`src/rtl/gray_ctrl_pkg.sv`:
```
// Shared definitions for the Gray-counter run controller: FSM state encoding
// plus small helpers for terminal-count and bit-population arithmetic.
package gray_ctrl_pkg;

   typedef enum logic [1:0] {
      ST_IDLE = 2'd0,
      ST_CLR  = 2'd1,
      ST_RUN  = 2'd2,
      ST_DONE = 2'd3
   } state_t;

   // Last code of a reflected W-bit Gray sequence: MSB set, all other bits clear.
   function automatic logic [31:0] gray_tc(input int unsigned w);
      return 32'd1 << (w - 1);
   endfunction

   function automatic int unsigned popcount(input logic [31:0] v);
      int unsigned n;
      n = 0;
      for (int unsigned i = 0; i < 32; i++) begin
         n = n + {31'b0, v[i]};
      end
      return n;
   endfunction

endpackage

```
`src/rtl/gray_step_chk.sv`:
```
// Gray-sequence step checker: after every enabled cycle the counter value must
// differ from the previous one in exactly one bit; the first RUN cycle must read 0.
module gray_step_chk
   import gray_ctrl_pkg::*;
#(
   parameter int unsigned W = 4
) (
   input  logic         clk,
   input  logic         rst_n,
   input  logic [W-1:0] q,
   input  logic         ce,
   input  logic         run,
   input  logic         first,
   output logic         bad
);

   logic [W-1:0] prev_q;
   logic         prev_ce;

   always_ff @(posedge clk or negedge rst_n) begin
      if (!rst_n) begin
         prev_q  <= '0;
         prev_ce <= 1'b0;
      end else begin
         prev_q  <= q;
         prev_ce <= ce;
      end
   end

   always_comb begin
      bad = 1'b0;
      if (run && prev_ce && (popcount(32'(q ^ prev_q)) != 32'd1)) begin
         bad = 1'b1;
      end
      if (run && first && (q != '0)) begin
         bad = 1'b1;
      end
   end

endmodule

```
`src/rtl/gray_run_ctrl.sv`:
```
// Run controller for an external Gray counter: clears it, enables it for len
// full periods (with pause/abort), counts wraps and flags illegal Gray steps.
module gray_run_ctrl
   import gray_ctrl_pkg::*;
#(
   parameter int unsigned W  = 4,
   parameter int unsigned LW = 8
) (
   input  logic          clk,
   input  logic          R_n,
   input  logic          start,
   input  logic [LW-1:0] len,
   input  logic          pause,
   input  logic          abort,
   input  logic [W-1:0]  cnt_q,
   input  logic          cnt_ceo,
   output logic          cnt_ce,
   output logic          cnt_r,
   output logic          busy,
   output logic          done,
   output logic [LW-1:0] wraps,
   output logic          err
);

   state_t        state;
   state_t        next_state;
   logic [LW-1:0] len_r;
   logic          first_run;
   logic          accept;
   logic          wrap_inc;
   logic          in_run;
   logic          chk_bad;
   logic [LW:0]   wraps_plus;

   assign wraps_plus = {1'b0, wraps} + {{LW{1'b0}}, 1'b1};
   assign in_run     = (state == ST_RUN);

   always_ff @(posedge clk or negedge R_n) begin
      if (!R_n) begin
         state     <= ST_IDLE;
         len_r     <= '0;
         wraps     <= '0;
         err       <= 1'b0;
         first_run <= 1'b0;
      end else begin
         state     <= next_state;
         first_run <= (state == ST_CLR);
         if (accept) begin
            len_r <= len;
            wraps <= '0;
            err   <= 1'b0;
         end else begin
            if (wrap_inc && (wraps != '1)) begin
               wraps <= wraps_plus[LW-1:0];
            end
            if (chk_bad) begin
               err <= 1'b1;
            end
         end
      end
   end

   // Abort is tested before cnt_ceo so a final wrap never turns an abort into done.
   always_comb begin
      next_state = state;
      accept     = 1'b0;
      wrap_inc   = 1'b0;
      cnt_ce     = 1'b0;
      cnt_r      = 1'b0;
      busy       = 1'b0;
      done       = 1'b0;
      unique case (state)
         ST_IDLE: begin
            if (start) begin
               accept     = 1'b1;
               next_state = (len == '0) ? ST_DONE : ST_CLR;
            end
         end
         ST_CLR: begin
            cnt_r      = 1'b1;
            busy       = 1'b1;
            next_state = abort ? ST_IDLE : ST_RUN;
         end
         ST_RUN: begin
            busy   = 1'b1;
            cnt_ce = ~pause & ~abort;
            if (abort) begin
               next_state = ST_IDLE;
            end else if (cnt_ceo) begin
               wrap_inc = 1'b1;
               if (wraps_plus == {1'b0, len_r}) begin
                  next_state = ST_DONE;
               end
            end
         end
         ST_DONE: begin
            done       = 1'b1;
            next_state = ST_IDLE;
         end
      endcase
   end

   gray_step_chk #(
      .W(W)
   ) u_chk (
      .clk  (clk),
      .rst_n(R_n),
      .q    (cnt_q),
      .ce   (cnt_ce),
      .run  (in_run),
      .first(first_run),
      .bad  (chk_bad)
   );

endmodule

```
`config.mk`:
```
export PLATFORM = sky130hd
export DESIGN_NAME = gray_run_ctrl
export DESIGN_NICKNAME = d
export VERILOG_FILES = /design/src/rtl/gray_ctrl_pkg.sv /design/src/rtl/gray_step_chk.sv /design/src/rtl/gray_run_ctrl.sv
export SDC_FILE = /design/constraint.sdc
export NUM_CORES = 1
export LEC_CHECK = 0
export ABC_AREA = 0
export BUFFER_PORTS_ARGS = -buffer_cell sky130_fd_sc_hd__buf_2
export CORE_ASPECT_RATIO = 0.9
export CORE_MARGIN = 5
export CORE_UTILIZATION = 49
export CTS_CLUSTER_SIZE = 25
export DETAILED_ROUTE_END_ITERATION = 8
export PLACE_DENSITY = 0.85
export SKIP_CTS_REPAIR_TIMING = 1
export SYNTH_ARGS = -nofsm -noshare
export SYNTH_HDL_FRONTEND = slang
export SYNTH_HIERARCHICAL = 1
export SYNTH_SLANG_ARGS = --single-unit
```
`constraint.sdc`:
```
create_clock -name clk -period 1.8 [get_ports clk]
set_input_delay 0.09 -clock clk [delete_from_list [all_inputs] [get_ports clk]]
set_output_delay 0.09 -clock clk [all_outputs]
set_load 0.05 [all_outputs]
```
== After elaboration in Yosys (flattened, before gate mapping) ==
Cells that the tools add are included.
Operators by class
  bitwise logic cells: 4
  reduce and logical (&&, ||, !) cells: 12
  muxes and demuxes: 22
  $add $sub $neg: 32
  equality and inequality tests: 9
Operators with widths (count)
  $add 32x1->32 const B: 28
  $add 32x1->32: 2
  $ne 32x1->1 const B: 1
  $mux 8: 2
  $mux 1: 13
  $mux 2: 6
  $add 8x1->9 const B: 1
  $eq 9x8->1: 1
  $logic_not 8->1: 1
  $ne 8x8->1 const B: 1
  $pmux 2 s4: 1
  $ne 3x3->1 const B: 2
  $logic_and 1x1->1: 5
  $eq 2x2->1 const B: 2
  $reduce_bool 2->1: 2
  $reduce_bool 4->1: 1
  $xor 4x4->4: 1
  $reduce_and 3->1: 1
  $add 1x1->2: 1
  $eq 2x1->1 const B: 1
  $logic_not 2->1: 1
  $ne 2x2->1 const B: 1
  $not 1->1: 2
  $reduce_or 2->1: 1
  $and 1x1->1: 1
Storage, ports and cells
  bits in registers: 25
  bits of input ports: 18
  output and inout port bits: 13
  word-level logic and storage cells: 86

== Longest topological paths before layout ==
  depth in word-level cells: 38
  gate-level depth with buffers: 9

== Cells and area by module ==
Netlist, hierarchy kept.
Modules (own cells, without submodules)
  gray_run_ctrl: times used 1, sequential area each 500.5 sq um, cells an instance 136, area each 1256.2 sq um
  gray_step_chk: times used 1, sequential area each 125.1 sq um, cells an instance 19, area each 240.2 sq um

== Least setup slack after synthesis ==
OpenSTA, ideal clock, no wires.
  path kind: register -> register
  from: register wraps[0]
  to: register wraps[5]
  arrival time: 2113 ps
  setup time: 132 ps
  buffers on the path: 0
  path slack: -445 ps
  cell stages (with the launch flop): 7
  clock period less this slack: 2245 ps
  cells stage by stage: dfrtp_1 ha_1 nand3_1 o311ai_2 nor3_1 xnor2_1 nor2_1
On the way
  longest elaborated chain between the ends: 3
Ends and longest elaborated chain
  start: declaration: RTL line gray_run_ctrl.sv:21  | output logic [LW-1:0] wraps,
  start signal: assignment: RTL line gray_run_ctrl.sv:54  | wraps <= wraps_plus[LW-1:0];
  $add 8x1->9 / $ne 8x8->1 (equally long branches): RTL line gray_run_ctrl.sv:35, gray_run_ctrl.sv:53
  $mux 8 / $logic_and 1x1->1 (equally long branches): RTL line gray_run_ctrl.sv:53  | if (wrap_inc && (wraps != '1)) begin
  $mux 8 / $reduce_bool 2->1 (equally long branches)
Parallel ways exist; a longest one is shown, timed or not. The select of a mux whose other input is x is not followed.
A chain may end at the register's enable or synchronous reset.

== Worst setup path in the final report ==
  from: register u_chk.prev_q[0]
  to: register err
On the way
  longest elaborated chain between the ends: 37
Ends and longest elaborated chain
  start: declaration: RTL line gray_step_chk.sv:17  | logic [W-1:0] prev_q;
  start signal: assignment: RTL line gray_step_chk.sv:25  | prev_q <= q;
  $xor 4x4->4: RTL line gray_step_chk.sv:32  | if (run && prev_ce && (popcount(32'(q ^ prev_q)) != 32'd1)) begin
  $add 1x1->2: RTL line gray_ctrl_pkg.sv:21  | n = n + {31'b0, v[i]};
  $add 32x1->32 (30 in series): RTL line gray_ctrl_pkg.sv:21
  $ne 32x1->1: RTL line gray_step_chk.sv:32
  $logic_and 1x1->1: RTL line gray_step_chk.sv:32
  $mux 1: RTL line gray_step_chk.sv:32
  $mux 1: RTL line gray_step_chk.sv:35  | if (run && first && (q != '0)) begin
  net chk_bad: RTL line gray_run_ctrl.sv:32  | logic chk_bad;
  $reduce_bool 2->1 (no line)
  end signal: assignment: RTL line gray_run_ctrl.sv:43  | err <= 1'b0;
  end signal: assignment: RTL line gray_run_ctrl.sv:51  | err <= 1'b0;
  end signal: assignment: RTL line gray_run_ctrl.sv:57  | err <= 1'b1;
  end: declaration: RTL line gray_run_ctrl.sv:22  | output logic err
The timed path passes the listed nets, and every way through them passes these cells.

==> results.py <==
metrics = {
    "grt": {
        "grt_first_pass_wirelength_mm": 5.29,
        "grt_pass1_vias": 1184,
        "grt_overflow_total": 0,
        "gr-usage-all-layers_pct": 16.1,
        "grt_start_max_net_pins": 26,
        "grt_antenna_before_repair": 0,
    },
    "sta": {
        "final.setup_skew_ns": 0.00290,
        "actual_slew_at_the_worst_max_slew_pin_ns": 0.561,
        "rsz0062_at_grt": "true",
        "setup_slack_ns": -0.263,
        "timing.hold.ws_ns": -0.0223,
        "max_clock_freq_mhz": 485,
        "endpoints_failing_hold": 1,
        "post-route-period-util_pct": 115,
        "timing.max_slew.rel_slack_pct": 62.6,
        "final-setup-viol-count": 3,
        "maxSlewViolCount": 0,
        "fin_crit_ns": 2.06,
    },
    "place": {
        "dp_hpwl_mm": 2.26,
        "place_inst": 231,
        "finalWeightedCongestion": 0.788,
        "numPortBuffers": 30,
    },
    "setup_path": {
        "critical_path_required_ns": 2.03,
        "critPathMaxFanout": 1,
        "setup.worst_path.start_class": "register",
        "crit_arrival_ns": 2.29,
        "cp-startpoint": "u_chk/prev_q[0]",
        "timing.setup.critical_path_class": "register to register",
        "cp-end-kind": "register",
        "reg2reg_from": "u_chk/prev_q[0]",
    },
    "routing": {
        "drt_first_pass_iters": 4,
        "detailedRoute.firstIterationViolations": 58,
        "num_vias": 1309,
        "drt_wl_total_mm": 3.66,
        "detail_route.vias_per_cell": 5.19,
        "drt.antenna.violating_nets": 0,
        "routedWlPerCell_um": 14.5,
        "drcViolationCount": 0,
    },
    "power_and_ir_drop": {
        "power.ir.vdd_worst_v": 0.000868,
        "power-per-cell-area_nw_per_um2": 1090,
        "netSwitchingPower_uw": 996,
        "swShare_pct": 43.9,
        "share_clk_of_total_power_pct": 11.3,
        "share_comb_of_total_power_pct": 51.4,
        "internal_power_mw": 1.27,
        "p_leak_nw": 0.949,
        "power.share.sequential_pct": 37.3,
    },
    "clock_network": {
        "ctsHtreeMaxLevel": 1,
        "clk_root_buffer_cell": "clkbuf_4",
        "cts_tree": "built",
        "clk_transition_reported_paths_ns": 0.13,
        "ctsLongestPathBuffers": 2,
        "clk_sinks": 25,
        "clkLatencyLatePin_ns": 0.32,
        "cts_made_buffers": 3,
    },
    "logic_synthesis": {
        "synth_top_area_cell": "dfrtp_1",
        "share_of_synthesized_area_occupied_by_flip_flops_and_latches_pct": 41.8,
        "synth_largest_type_area_fraction_pct": 41.8,
        "avgSynthCellArea_sq_um": 9.65,
        "synth-warning-count": 6,
        "netlist_top_cells_area": "dfrtp_1 42%, nand2_1 8.3%, xnor2_1 7.0%, ha_1 6.7%, xor2_1 4.1%",
        "synth_seq_cells": 25,
        "netlist-cell-type-count": 39,
        "postSynthNetCount": 182,
        "syn-instance-count": 155,
        "syn_area_sq_um": 1500,
    },
    "floorplan": {
        "die_y_um": 62.4,
        "die_w_um": 68.3,
        "floorplan.initialDensity_pct": 50.0,
        "floorplan.core_area_sq_um": 3000,
        "design.portCount": 31,
        "dieArea_sq_um": 4260,
        "floorplan.rows": 19,
    },
    "final_layout": {
        "most_common_cell_after_layout_fill_and_taps_aside": "nand2_1",
        "insertedDiodeCount": 0,
        "areaGrowthSynthToFinish_pct": 39.5,
        "multi_input_area_sq_um": 970,
        "num-nets-final": 238,
        "final_core_utilization_pct": 69.7,
        "fillerInstances": 218,
        "seqCellArea_sq_um": 639,
        "layout_common_cells": "33 x nand2_1, 29 x buf_2, 18 x dfrtp_1",
        "instances_no_fill": 252,
        "layout-drive-gt1-share_pct": 37.1,
    },
    "job": {
        "cap_viol_max_count": 0,
    },
    "outcome": {
        "status": "finished with violations",
        "violations": "hold timing, setup timing",
    },
    "min_path": {
        "hp_start": "len[0]",
        "worstHoldPathType": "primary input to register",
    },
}
-- worst max-delay path: stages, from the launching register on --
cell and delay, ns:
dfrtp_1 0.42, xnor2_2 0.15, fa_1 0.53, inv_1 0.04, ha_2 0.18, ha_4 0.21
nor3b_2 0.18, o22ai_1 0.10, nor2_1 0.11, nor2_1 0.05
-- power by group through the flow --
stage	clock [mW]	combinational (mW)	sequential [mW]
finish	0.256	1.17	0.845
global route	0.286	1.28	0.861
CTS	0.256	1.01	0.827
detailed placement	0	1.00	0.841
global placement	0	0.972	0.830
floorplan	0	0.683	0.893
-- logic make-up (layout without fill, tap and decap cells) --
family	count (synthesis)	in the layout	share of synthesized area, %
buf+inv	10	64	3.93
fa+ha+maj	9	9	8.03
compound gates	15	16	7.36
flops	25	25	41.8
simple gates	73	73	24.1
mux	3	3	2.09
xor+xnor	20	20	12.7
-- per-stage QoR --
step / total power, mW / cell area [sq um] / setup TNS, ns / hold WS, ns / setup WS, ns
finish: 2.27 / 2090 / -0.430 / -0.0223 / -0.263
global route: 2.43 / 2090 / -0.652 / 0.00321 / -0.378
CTS: 2.09 / 1820 / -0.532 / -0.248 / -0.269
detailed placement: 1.84 / 1800 / -0.457 / 0.103 / -0.246
global placement: 1.80 / 1800 / -0.243 / 0.102 / -0.183
floorplan: 1.58 / 1570 / -0.227 / -0.206 / -0.163
-- cell usage after synthesis --
library cell,n
clkbuf_1,2
xor2_1,7
mux2_2,1
nor4_1,5
nand3_4,1
o22a_1,1
buf_6,1
and2_1,1
buf_4,1
dfrtp_1,25
ha_1,8
fa_1,1
mux2i_1,2
nor3_1,4
and4_1,1
o311ai_2,1
o22ai_1,1
nand3_1,1
or3_1,2
nand4_1,1
a22oi_1,1
and3_2,1
nor2_1,14
inv_1,5
xnor2_1,12
nor4_2,1
clkbuf_8,1
nor2b_1,2
or2_2,1
a311oi_1,1
o41ai_2,1
a21oi_1,3
o21ai_0,5
nand2b_1,2
xor3_1,1
or2b_2,2
nor3b_1,1
a31oi_1,1
nand2_1,33
-- area by class of cell --
cell class                 count  share of cell area (%)
inverter                       5                   0.899
multi-input combinational    121                    46.4
clock buffer                   4                    1.26
sequential                    25                    30.6
timing repair buffer          55                    18.3
tap                           42                    2.52
-- per-layer routing --
metal | wire length, um | vias up | track usage [%]
li1 | - | 631 | -
met5 | 0 | - | 0
met3 | 164 | 17 | 2.70
met1 | 1500 | 614 | 22.8
met2 | 1830 | 47 | 23.7
met4 | 161 | 0 | 7.44
-- sequential cells by signal (all words and copies together), names as in the netlist --
signal and cells:
first_run 1, len_r 8, u_chk/prev_q 4, state 2, wraps 8, err 1
u_chk/prev_ce 1
-- path summary, 6_finish.rpt --
path	end	slack, ns	cells past startpoint
worst max-delay path	err	-0.26	9
worst min-delay path	len_r[0]	-0.02	3
worst max register to register	err	-0.26	9
worst min register to register	len_r[0]	0.51	2
max in group asynchronous	wraps[1]	1.11	2
min in group asynchronous	wraps[0]	0.27	2
(Power assumes the default switching activity.)
